`src/rtl/twofish_pkg.sv`:
```
// rtl/twofish_pkg.sv - shared constants, GF(2^8) helpers and FSM states for the Twofish key schedule
package twofish_pkg;

  localparam logic [31:0] RHO      = 32'h01010101;
  localparam logic [8:0]  GF_POLY  = 9'h169;
  localparam logic [4:0]  LAST_IDX = 5'd19;

  localparam logic [7:0] MDS_01 = 8'h01;
  localparam logic [7:0] MDS_5B = 8'h5B;
  localparam logic [7:0] MDS_EF = 8'hEF;

  localparam logic [7:0] MDS_M [4][4] = '{
    '{MDS_01, MDS_EF, MDS_5B, MDS_5B},
    '{MDS_5B, MDS_EF, MDS_EF, MDS_01},
    '{MDS_EF, MDS_5B, MDS_01, MDS_EF},
    '{MDS_EF, MDS_01, MDS_EF, MDS_5B}
  };

  // q-permutation nibble tables, entry 0 in the least significant nibble
  localparam logic [63:0] Q0_T0 = 64'h4ACE_95B0_23F6_D718;
  localparam logic [63:0] Q0_T1 = 64'hD907_6A4F_5321_8BCE;
  localparam logic [63:0] Q0_T2 = 64'h1742_3F8C_09D6_E5AB;
  localparam logic [63:0] Q0_T3 = 64'hAC58_03B9_E621_4F7D;
  localparam logic [63:0] Q1_T0 = 64'h5CA0_4913_E67F_DB82;
  localparam logic [63:0] Q1_T1 = 64'h809F_5AD6_73C4_B2E1;
  localparam logic [63:0] Q1_T2 = 64'hF3B2_8DE0_A961_57C4;
  localparam logic [63:0] Q1_T3 = 64'hA802_F746_ED3C_159B;

  typedef enum logic [1:0] {IDLE, CALC_A, CALC_B, OUT} state_t;

  function automatic logic [7:0] gf_mul(input logic [7:0] a, input logic [7:0] b);
    logic [7:0] p;
    logic [7:0] aa;
    p  = '0;
    aa = a;
    for (int i = 0; i < 8; i++) begin
      if (b[i]) p = p ^ aa;
      aa = aa[7] ? ({aa[6:0], 1'b0} ^ GF_POLY[7:0]) : {aa[6:0], 1'b0};
    end
    return p;
  endfunction

  function automatic logic [31:0] rol32(input logic [31:0] x, input logic [4:0] n);
    logic [63:0] d;
    d = {x, x} << n;
    return d[63:32];
  endfunction

endpackage

```
`src/rtl/twofish_key_sched_h_func.sv`:
```
// rtl/twofish_key_sched_h_func.sv - Twofish h-function for a two-word key list (three q layers plus MDS)
module h_func
  import twofish_pkg::*;
(
  input  logic [31:0] x,
  input  logic [31:0] l0,
  input  logic [31:0] l1,
  output logic [31:0] z
);

  // q selection per byte lane, bit 3n+s is the q used by stage s of lane n
  localparam logic [11:0] Q_ORDER = {3'b011, 3'b110, 3'b001, 3'b100};

  logic [31:0] w_y;

  for (genvar n = 0; n < 4; n++) begin : g_lane
    logic [7:0] w_s1, w_s2, w_s3;
    qBox #(.Q(Q_ORDER[3*n+0])) u_q_s1 (.i_x(x[8*n +: 8]),           .o_y(w_s1));
    qBox #(.Q(Q_ORDER[3*n+1])) u_q_s2 (.i_x(w_s1 ^ l1[8*n +: 8]),   .o_y(w_s2));
    qBox #(.Q(Q_ORDER[3*n+2])) u_q_s3 (.i_x(w_s2 ^ l0[8*n +: 8]),   .o_y(w_s3));
    assign w_y[8*n +: 8] = w_s3;
  end

  always_comb begin
    z = '0;
    for (int r = 0; r < 4; r++) begin
      for (int c = 0; c < 4; c++) begin
        z[8*r +: 8] = z[8*r +: 8] ^ gf_mul(MDS_M[r][c], w_y[8*c +: 8]);
      end
    end
  end

endmodule

```
`src/rtl/twofish_key_sched_qbox.sv`:
```
// rtl/twofish_key_sched_qbox.sv - combinational Twofish q0/q1 byte permutation
module qBox
  import twofish_pkg::*;
#(
  parameter bit Q = 1'b0
) (
  input  logic [7:0] i_x,
  output logic [7:0] o_y
);

  localparam logic [63:0] T0 = Q ? Q1_T0 : Q0_T0;
  localparam logic [63:0] T1 = Q ? Q1_T1 : Q0_T1;
  localparam logic [63:0] T2 = Q ? Q1_T2 : Q0_T2;
  localparam logic [63:0] T3 = Q ? Q1_T3 : Q0_T3;

  logic [3:0] w_a0, w_b0, w_a1, w_b1, w_a2, w_b2, w_a3, w_b3, w_a4, w_b4;

  assign w_a0 = i_x[7:4];
  assign w_b0 = i_x[3:0];
  // each round: mix nibbles (rotate-right-by-1 and 8*a mod 16), then substitute
  assign w_a1 = w_a0 ^ w_b0;
  assign w_b1 = w_a0 ^ {w_b0[0], w_b0[3:1]} ^ {w_a0[0], 3'b000};
  assign w_a2 = T0[{w_a1, 2'b00} +: 4];
  assign w_b2 = T1[{w_b1, 2'b00} +: 4];
  assign w_a3 = w_a2 ^ w_b2;
  assign w_b3 = w_a2 ^ {w_b2[0], w_b2[3:1]} ^ {w_a2[0], 3'b000};
  assign w_a4 = T2[{w_a3, 2'b00} +: 4];
  assign w_b4 = T3[{w_b3, 2'b00} +: 4];
  assign o_y  = {w_b4, w_a4};

endmodule

```
`src/rtl/twofish_key_sched.sv`:
```
// rtl/twofish_key_sched.sv - sequential 128-bit Twofish subkey generator, one h evaluation per cycle
module twofish_key_sched
  import twofish_pkg::*;
(
  input  logic         clk,
  input  logic         rst,
  input  logic         start,
  input  logic [127:0] key,
  output logic         busy,
  output logic         k_valid,
  input  logic         k_ready,
  output logic [4:0]   k_idx,
  output logic [31:0]  k_even,
  output logic [31:0]  k_odd,
  output logic         done
);

  state_t        r_state, w_next;
  logic [127:0]  r_key;
  logic [4:0]    r_idx;
  logic [31:0]   r_a, r_even, r_odd;
  logic          r_done;

  logic          w_sel_b, w_last, w_hs;
  logic [7:0]    w_xb;
  logic [31:0]   w_x, w_l0, w_l1, w_z, w_b, w_sum, w_sum2;

  assign w_sel_b = (r_state == CALC_B);
  assign w_last  = (r_idx == LAST_IDX);
  assign w_hs    = (r_state == OUT) && k_ready;

  // CALC_A evaluates h(2i*rho, Me); CALC_B evaluates h((2i+1)*rho, Mo)
  assign w_xb = {2'b00, r_idx, w_sel_b};
  assign w_x  = RHO * {24'd0, w_xb};
  assign w_l0 = w_sel_b ? r_key[63:32]   : r_key[31:0];
  assign w_l1 = w_sel_b ? r_key[127:96]  : r_key[95:64];

  h_func u_h (.x(w_x), .l0(w_l0), .l1(w_l1), .z(w_z));

  assign w_b    = rol32(w_z, 5'd8);
  assign w_sum  = r_a + w_b;
  assign w_sum2 = r_a + {w_b[30:0], 1'b0};

  always_ff @(posedge clk or posedge rst) begin
    if (rst) r_state <= IDLE;
    else     r_state <= w_next;
  end

  always_comb begin
    w_next = r_state;
    case (r_state)
      IDLE:    if (start) w_next = CALC_A;
      CALC_A:  w_next = CALC_B;
      CALC_B:  w_next = OUT;
      OUT:     if (k_ready) w_next = w_last ? IDLE : CALC_A;
      default: w_next = IDLE;
    endcase
  end

  always_ff @(posedge clk or posedge rst) begin
    if (rst) begin
      r_key  <= '0;
      r_idx  <= '0;
      r_a    <= '0;
      r_even <= '0;
      r_odd  <= '0;
      r_done <= 1'b0;
    end else begin
      r_done <= w_hs && w_last;
      case (r_state)
        IDLE: if (start) begin
          r_key <= key;
          r_idx <= '0;
        end
        CALC_A: r_a <= w_z;
        CALC_B: begin
          r_even <= w_sum;
          r_odd  <= rol32(w_sum2, 5'd9);
        end
        OUT: if (k_ready && !w_last) r_idx <= r_idx + 5'd1;
        default: ;
      endcase
    end
  end

  assign busy    = (r_state != IDLE);
  assign k_valid = (r_state == OUT);
  assign k_idx   = r_idx;
  assign k_even  = r_even;
  assign k_odd   = r_odd;
  assign done    = r_done;

endmodule

```
`config.mk`:
```
export PLATFORM = sky130hd
export DESIGN_NAME = twofish_key_sched
export DESIGN_NICKNAME = d
export VERILOG_FILES = /design/src/rtl/twofish_pkg.sv /design/src/rtl/twofish_key_sched_h_func.sv /design/src/rtl/twofish_key_sched_qbox.sv /design/src/rtl/twofish_key_sched.sv
export SDC_FILE = /design/constraint.sdc
export NUM_CORES = 1
export LEC_CHECK = 0
export ABC_AREA = 1
export ABC_CLOCK_PERIOD_IN_PS = 12750
export BUFFER_PORTS_ARGS = -buffer_cell sky130_fd_sc_hd__buf_2
export CAP_MARGIN = 30
export CORE_UTILIZATION = 50
export DETAILED_ROUTE_END_ITERATION = 8
export PLACE_DENSITY_LB_ADDON = 0.12
export SLEW_MARGIN = 0
export SYNTH_ARGS = -nofsm -noshare
export SYNTH_HDL_FRONTEND = slang
export SYNTH_SLANG_ARGS = --single-unit
```
`constraint.sdc`:
```
create_clock -name clk -period 12.75 [get_ports clk]
set_input_delay 2.55 -clock clk [delete_from_list [all_inputs] [get_ports clk]]
set_output_delay 2.55 -clock clk [all_outputs]
set_load 0.01 [all_outputs]
```
==> summary.md, run 1 <==
| Metric | Value |
|---|---|
| CTS tree | `built` |
| Adder and majority gate portion of the synthesized area | `~10%` |
| Flops & latches, synth | `roughly 230` |
| Critical path's top delay family | `simple AND/OR/NAND/NOR gates` |
| Final period util | `91.32%` |
| Worst skew pair latency | `a little under 0.6 ns` |
| Final setup viols | `0` |
| Clock transition at path regs | `approximately 0.060 ns` |
| Cell variety after synth | `62` |
| H-tree levels | `1` |
| Slew Viols, Final | `0` |
| Critical path class | `register to register` |
| GPL Wtd Cong | `between 0.9 and 1` |
| Yosys top cell by area | `nand2_1` |
| Synth top area cells | `nand2_1 25%, dfrtp_1 21%, ha_1 10%` |
| Via/cell ratio | `5.198` |
| Min-Delay Startpoint | `k_odd[13]` |
| Grt total ovfl | `0` |
| Xor/xnor cell area share of the yosys netlist | `~4%` |
| Max Cap Viol | `0` |
| Storage cell area | `~5800 um^2` |
| Fillers | `between 5000 and 6000` |
| Multiplexer share of the synthesized area | `under 10%` |
| Req. time, crit path | `roughly 13 ns` |
| Die W | `237.1 um` |
| Setup WS post-layout | `around 1.1 ns` |
| Antenna-violating nets left | `0` |
| Area delta synth->final | `11.85%` |
| Design Area, Final | `a little over 30000 um^2` |
| Avg Cell Area, Syn | `between 6 and 7 um^2` |
| All-Layer GR Usage | `a little over a quarter` |
| Slowest CP cell | `dfrtp_1` |
| Vert. Die Dim | `around 240 um` |
| CP bufs+invs | `13` |
| Num ports | `204` |
| Number of flops mapped to enable cells by yosys | `0` |
| Total iterations of the first detailed-routing run | `6` |
| Hold path depth | `2` |
| Outcome | `finished clean` |
| Reg-to-reg endpoint | `k_odd[8]` |
| Critical Path End Type | `register` |
| Layout cells sized above 1 | `between 20% and 30%` |
| WL final | `roughly 77 mm` |
| Via count | `between 20000 and 30000` |
| Ys Warns | `0` |
| Fin. Hold Viols | `0` |
| Num rows | `85` |
| Asr flop ratio synth | `100.0%` |
| Post-synthesis compound-gate area fraction | `just over 7%` |
| Critical Path Fanout Max | `6` |
| Slew headroom | `approximately 36%` |
| Setup crit start kind | `register` |
| Synth Flop Type | `dfrtp_1` |
| # DRC | `0` |
| Setup Skew | `about 0.025 ns` |
| Mapped cell area | `between 20000 and 30000 um^2` |
| Core Region | `~54000 um^2` |
| Vias in the first global route | `between 20000 and 30000` |
| Post-synth top area share | `roughly 25%` |
| Pre-CTS WS | `0.2728 ns` |
| R2R cell count | `85` |
| Worst r2r src | `r_state[0]` |
| HPWL Detailed | `62.62 mm` |
| Largest net degree at the start of global routing | `about 110` |
| DR iter-0 viols | `1619` |
| Root buf cell | `clkbuf_16` |
| First-pass GRT wire length | `roughly 130 mm` |
| NumNets Final | `a little under 5000` |
| Mapped Nets | `~4700` |
| Worst reg-to-reg setup slack | `1.11 ns` |
| Largest family of logic cells by synthesized area | `simple AND/OR/NAND/NOR gates` |
| Simple-gate share of the synthesized area | `between 40% and 50%` |
| Initial Util | `between 50% and 60%` |
| Arr. time, crit path | `12.12 ns` |
| Footprint of the multi-input gates | `about 20000 um^2` |
| Tmin final | `roughly 12 ns` |
| Fin Setup TNS | `0 ns` |
| Die Area | `between 50000 and 60000 um^2` |
| Crit-path most repeated cell | `nand2_1` |
| Inserted Clock Buffers | `28` |
| Post-DR wirelength/cell | `14.49 um` |
| Clk sink count | `approximately 230` |
| Hold WC Path Type | `register to register` |
| Max Root-Sink Buffers | `3` |
| Sequential fraction of the synthesis area | `between 20% and 30%` |
| IO Port Bufs | `203` |
| Gate Count Post-Synth | `about 4400` |
| DP Area | `approximately 29000 um^2` |
| CP max stage delay | `around 0.4 ns` |
| Initial antenna violation count | `8` |
| Worst Hold End | `k_odd[13]` |
| Slew @ Worst Pin | `~0.95 ns` |
| Highest Clock Rate | `approximately 0.086 GHz` |
per-stage QoR:
step / utilization [%] / cells / hold slack [ns]
2_1_floorplan: - / 4363 / 0.4714
3_3_place_gp: 54.17 / 5225 / 0.4615
4_1_cts: 56.06 / 5278 / 0.4822
6_report: 56.97 / 5302 / 0.4733
5_1_grt: 56.97 / 5302 / 0.4990
3_5_place_dp: 54.21 / 5226 / 0.4684
timing repair:
item | CTS | global route
gates resized for setup | 0 | 91
hold buffers | 0 | 0
endpoints found under the setup margin | 0 | 24
setup buffers | 0 | 19
sequential cells by signal, indices dropped and copies added, names as in the netlist:
| register | count |
|---|---|
| r_key | 128 |
| k_even | 32 |
| k_odd | 32 |
| r_a | 32 |
| k_idx | 5 |
| r_state | 2 |
| done | 1 |
cells in the mapped netlist, types with 25 or more instances:
cell type and n:
nand2_1 1862, nand3_1 502, inv_1 330, nand2_2 242, dfrtp_1 232, ha_1 220, o21ai_0 163, mux2_2 122
nor2_1 92, or2_2 89, a21oi_1 78, inv_2 60, xor2_1 48, xnor2_1 38, a31oi_1 31, clkbuf_1 31
nand3_2 31, o21ai_1 25
worst register-to-register path, delay by kind of cell (launching register included):
| kind | cells | cell delay, ns |
|---|---|---|
| buf+inv | 13 | 0.93 |
| simple gates | 44 | 4.73 |
| xor+xnor | 3 | 0.50 |
| compound gates | 16 | 2.73 |
| fa+ha+maj | 9 | 2.23 |
| flops | 1 | 0.40 |
cells in the final DEF, fill, tap and decap left out, types with 4 or more instances in the layout:
master     count
o21ai_1       37
xor2_1        47
nand3b_1      13
inv_2         61
ha_1         213
nand2_1     1837
a21oi_1       78
xnor2_2        8
nand2_4       28
xnor2_1       34
o21ai_2       16
nor2_1        91
dfrtp_1      227
buf_2        203
diode_2        4
or2_2         89
clkbuf_16     28
mux2_2       122
o211ai_1      10
nand4_1        6
and2_1        10
ha_4           5
clkbuf_1       4
bufinv_16      5
a31oi_1       31
nor2_2         6
dfrtp_2        5
nand2_2      259
nand3_2       39
clkbuf_8       4
inv_1        326
nand3_1      494
o21bai_1       5
o21ai_0      146
xor2_2        17
buf_4         36
clkinv_2       6
kinds of logic after synthesis:
group	Yosys count
buf+inv	447
fa+ha+maj	222
flops	232
xor+xnor	107
mux	123
compound gates	349
simple gates	2883
routing by layer:
layer | up-vias | track usage (%) | part of all wire [%]
li1 | 14410 | - | -
met2 | 516 | 46.16 | 46
met1 | 12520 | 36.81 | 47
met4 | 6 | 6.413 | 2.3
met5 | - | 0 | 0.038
met3 | 108 | 3.357 | 4.4
worst max-delay path by stage:
stage,end,cells after the start,from,slack (ns)
2_1_floorplan,k_odd[8],85,r_state[0],1.73
3_3_place_gp,k_even[31],92,r_state[0],0.27
3_5_place_dp,k_even[31],92,r_state[0],0.27
4_1_cts,k_even[31],92,r_state[0],0.16
5_1_grt,k_odd[8],95,r_state[0],-0.05
6_report,k_odd[8],85,r_state[0],1.11
cell type report:
cell class | instances | share of cell area [%]
Antenna cell | 4 | 0.03239
Clock buffer | 36 | 2.494
Clock inverter | 16 | 0.7572
Inverter | 393 | 4.827
Multi-Input combinational cell | 3684 | 65.95
Sequential cell | 232 | 18.81
Tap cell | 696 | 2.818
Timing Repair Buffer | 241 | 4.316
Power of run 1 is left out: the tool's default activity adds up to more than one toggle a clock period on the data nets, which glitch-free logic cannot reach.
==> run 2, diff against run 1 <==
--- a/config.mk
+++ b/config.mk
@@ -12,2 +12,3 @@
 export CORE_UTILIZATION = 50
+export CTS_CLUSTER_DIAMETER = 30
 export DETAILED_ROUTE_END_ITERATION = 8
==> constraint.sdc (replaced) <==
create_clock -name clk -period 12.75 [get_ports clk]
set_input_delay 0.6375 -clock clk [delete_from_list [all_inputs] [get_ports clk]]
set_output_delay 0.6375 -clock clk [all_outputs]
set_load 0.01 [all_outputs]
==> summary.md, run 2 (same netlist as run 1, synthesis figures left out) <==
| Metric | Value |
|---|---|
| Vias in the first global route | `25730 (was 25370)` |
| Root buf cell | `clkbuf_16 (unchanged)` |
| H-tree levels | `2 (was 1)` |
| Grt total ovfl | `0 (unchanged)` |
| Layout cells sized above 1 | `21.71% (was 21.14%)` |
| Fin. Hold Viols | `0 (unchanged)` |
| Setup WS post-layout | `1.165 ns (was 1.106 ns)` |
| Num ports | `204 (unchanged)` |
| Most common cell after layout, fill and taps aside | `nand2_1 (unchanged)` |
| Commonest cells after routing, fill and taps aside | `1841 x nand2_1, 496 x nand3_1, 326 x inv_1 (was 1837 x nand2_1, 494 x nand3_1, 326 x inv_1)` |
| Largest reg by FF count | `r_key (unchanged)` |
| Largest register FFs | `128 (unchanged)` |
| Worst skew pair latency | `0.61 ns (was 0.59 ns)` |
| Core Region | `54240 um^2 (unchanged)` |
| Setup crit start kind | `register (unchanged)` |
| Initial Util | `50.93% (unchanged)` |
| Slowest CP cell | `dfrtp_1 (unchanged)` |
| Final core occ | `58.65% (was 56.97%)` |
| Initial antenna violation count | `8 (unchanged)` |
| Post-DR wirelength/cell | `14.49 um (about the same)` |
| Arr. time, crit path | `12.08 ns (was 12.12 ns)` |
| NumNets Final | `4957 (was 4934)` |
| Clk sink count | `232 (unchanged)` |
| CP bufs+invs | `20 (was 13)` |
| Slew @ Worst Pin | `0.9554 ns (was 0.9525 ns)` |
| IO Port Bufs | `203 (unchanged)` |
| Tmin final | `11.58 ns (was 11.64 ns)` |
| Final period util | `90.86% (was 91.32%)` |
| Critical path class | `register to register (unchanged)` |
| DR iter-0 viols | `1561 (was 1619)` |
| Critical path's top delay family | `simple AND/OR/NAND/NOR gates (unchanged)` |
| WL final | `77.55 mm (was 76.85 mm)` |
| Highest Clock Rate | `0.08632 GHz (was 0.08588 GHz)` |
| Via count | `27790 (was 27560)` |
| Total iterations of the first detailed-routing run | `5 (was 6)` |
| CTS tree | `built (unchanged)` |
| Antenna-violating nets left | `0 (unchanged)` |
| Area delta synth->final | `15.14% (was 11.85%)` |
| Pre-CTS WS | `0.2728 ns (unchanged)` |
| Inserted Clock Buffers | `53 (was 28)` |
| CP max stage delay | `0.40 ns (about the same)` |
| Final setup viols | `0 (unchanged)` |
| Die W | `237.1 um (unchanged)` |
| Critical Path End Type | `register (unchanged)` |
| Critical Path Fanout Max | `5 (was 6)` |
| Max Cap Viol | `0 (unchanged)` |
| All-Layer GR Usage | `27.64% (was 27.25%)` |
| Setup Skew | `0.03129 ns (was 0.02508 ns)` |
| Finished Layout Cells | `5350 (was 5302)` |
| Max Root-Sink Buffers | `3 (unchanged)` |
| HPWL Detailed | `62.62 mm (unchanged)` |
| Num rows | `85 (unchanged)` |
| Outcome | `finished clean (unchanged)` |
| Crit-path most repeated cell | `nand2_1 (unchanged)` |
| Vert. Die Dim | `237.1 um (unchanged)` |
| First-pass GRT wire length | `127.5 mm (was 126.2 mm)` |
| GPL Wtd Cong | `0.9789 (unchanged)` |
| # DRC | `0 (unchanged)` |
| Die Area | `56200 um^2 (unchanged)` |
| Slew Viols, Final | `0 (unchanged)` |
| Largest net degree at the start of global routing | `106 (unchanged)` |
| Clock transition at path regs | `0.05 ns (was 0.06 ns)` |
| Slew headroom | `36.30% (was 36.50%)` |
| Hold WC Path Type | `input port to asynchronous set/reset pin (was register to register)` |
| Via/cell ratio | `5.195 (was 5.198)` |
| Req. time, crit path | `13.25 ns (was 13.23 ns)` |
| Inst Count DP | `5226 (unchanged)` |
[run 2: cell type report]
type | instances | area [um^2]
Timing Repair Buffer | 239 | 1319
Antenna cell | 6 | 15.01
Tap cell | 696 | 870.8
Clock inverter | 35 | 520.5
Sequential cell | 232 | 5811
Inverter | 393 | 1491
Fill cell | 5278 | 22430
Multi-Input combinational cell | 3684 | 20350
Clock buffer | 65 | 1431
[run 2: stage by stage]
stage | hold slack [ns] | area [um^2] | TNS [ns]
after floorplan | 0.4714 | 27630 | 0
after global placement | 0.4615 | 29380 | 0
after detailed placement | 0.4684 | 29400 | 0
after CTS | 0.1877 | 31350 | 0
after global routing | 0.2462 | 31810 | -0.09571
final | 0.1653 | 31810 | 0
[run 2: worst register-to-register path, delay by kind of cell, from the launching register on]
family	cells	cell delay (ns)
and+or+nand+nor	49	5.05
AOI/OAI and AO/OA	15	2.18
adders and majority gates	8	2.06
buffers and inverters	20	1.56
DFF	1	0.40
xor gates and xnor gates	1	0.20
[run 2: what timing repair did]
| action | CTS | global route |
|---|---|---|
| gates resized for setup | 0 | 83 |
| setup endpoints to repair | 0 | 23 |
| setup buffers | 0 | 17 |
| hold buffers | 0 | 0 |
| endpoints found under the hold margin | 0 | 0 |
[run 2: path summary, 6_finish.rpt]
check	from	to	slack, ns	cells past startpoint
worst max-delay path	r_state[0]	k_even[31]	1.17	93
worst min-delay path	rst	r_key[9]	0.17	2
worst max register to register	r_state[0]	k_even[31]	1.17	93
worst min register to register	k_odd[13]	k_odd[13]	0.47	2
max in group asynchronous	rst	k_idx[1]	10.49	4
min in group clk	key[31]	r_key[31]	0.27	2
[run 2: routing by layer]
layer  up-vias  GRT usage (%)  wire length, um
met5         -              0               29
met4         6          8.368             2126
met3       130          3.824             3394
met2       570          46.43            35610
met1     12610          36.70            36390
li1      14470              -                -
Power of run 2 is left out for the same reason.
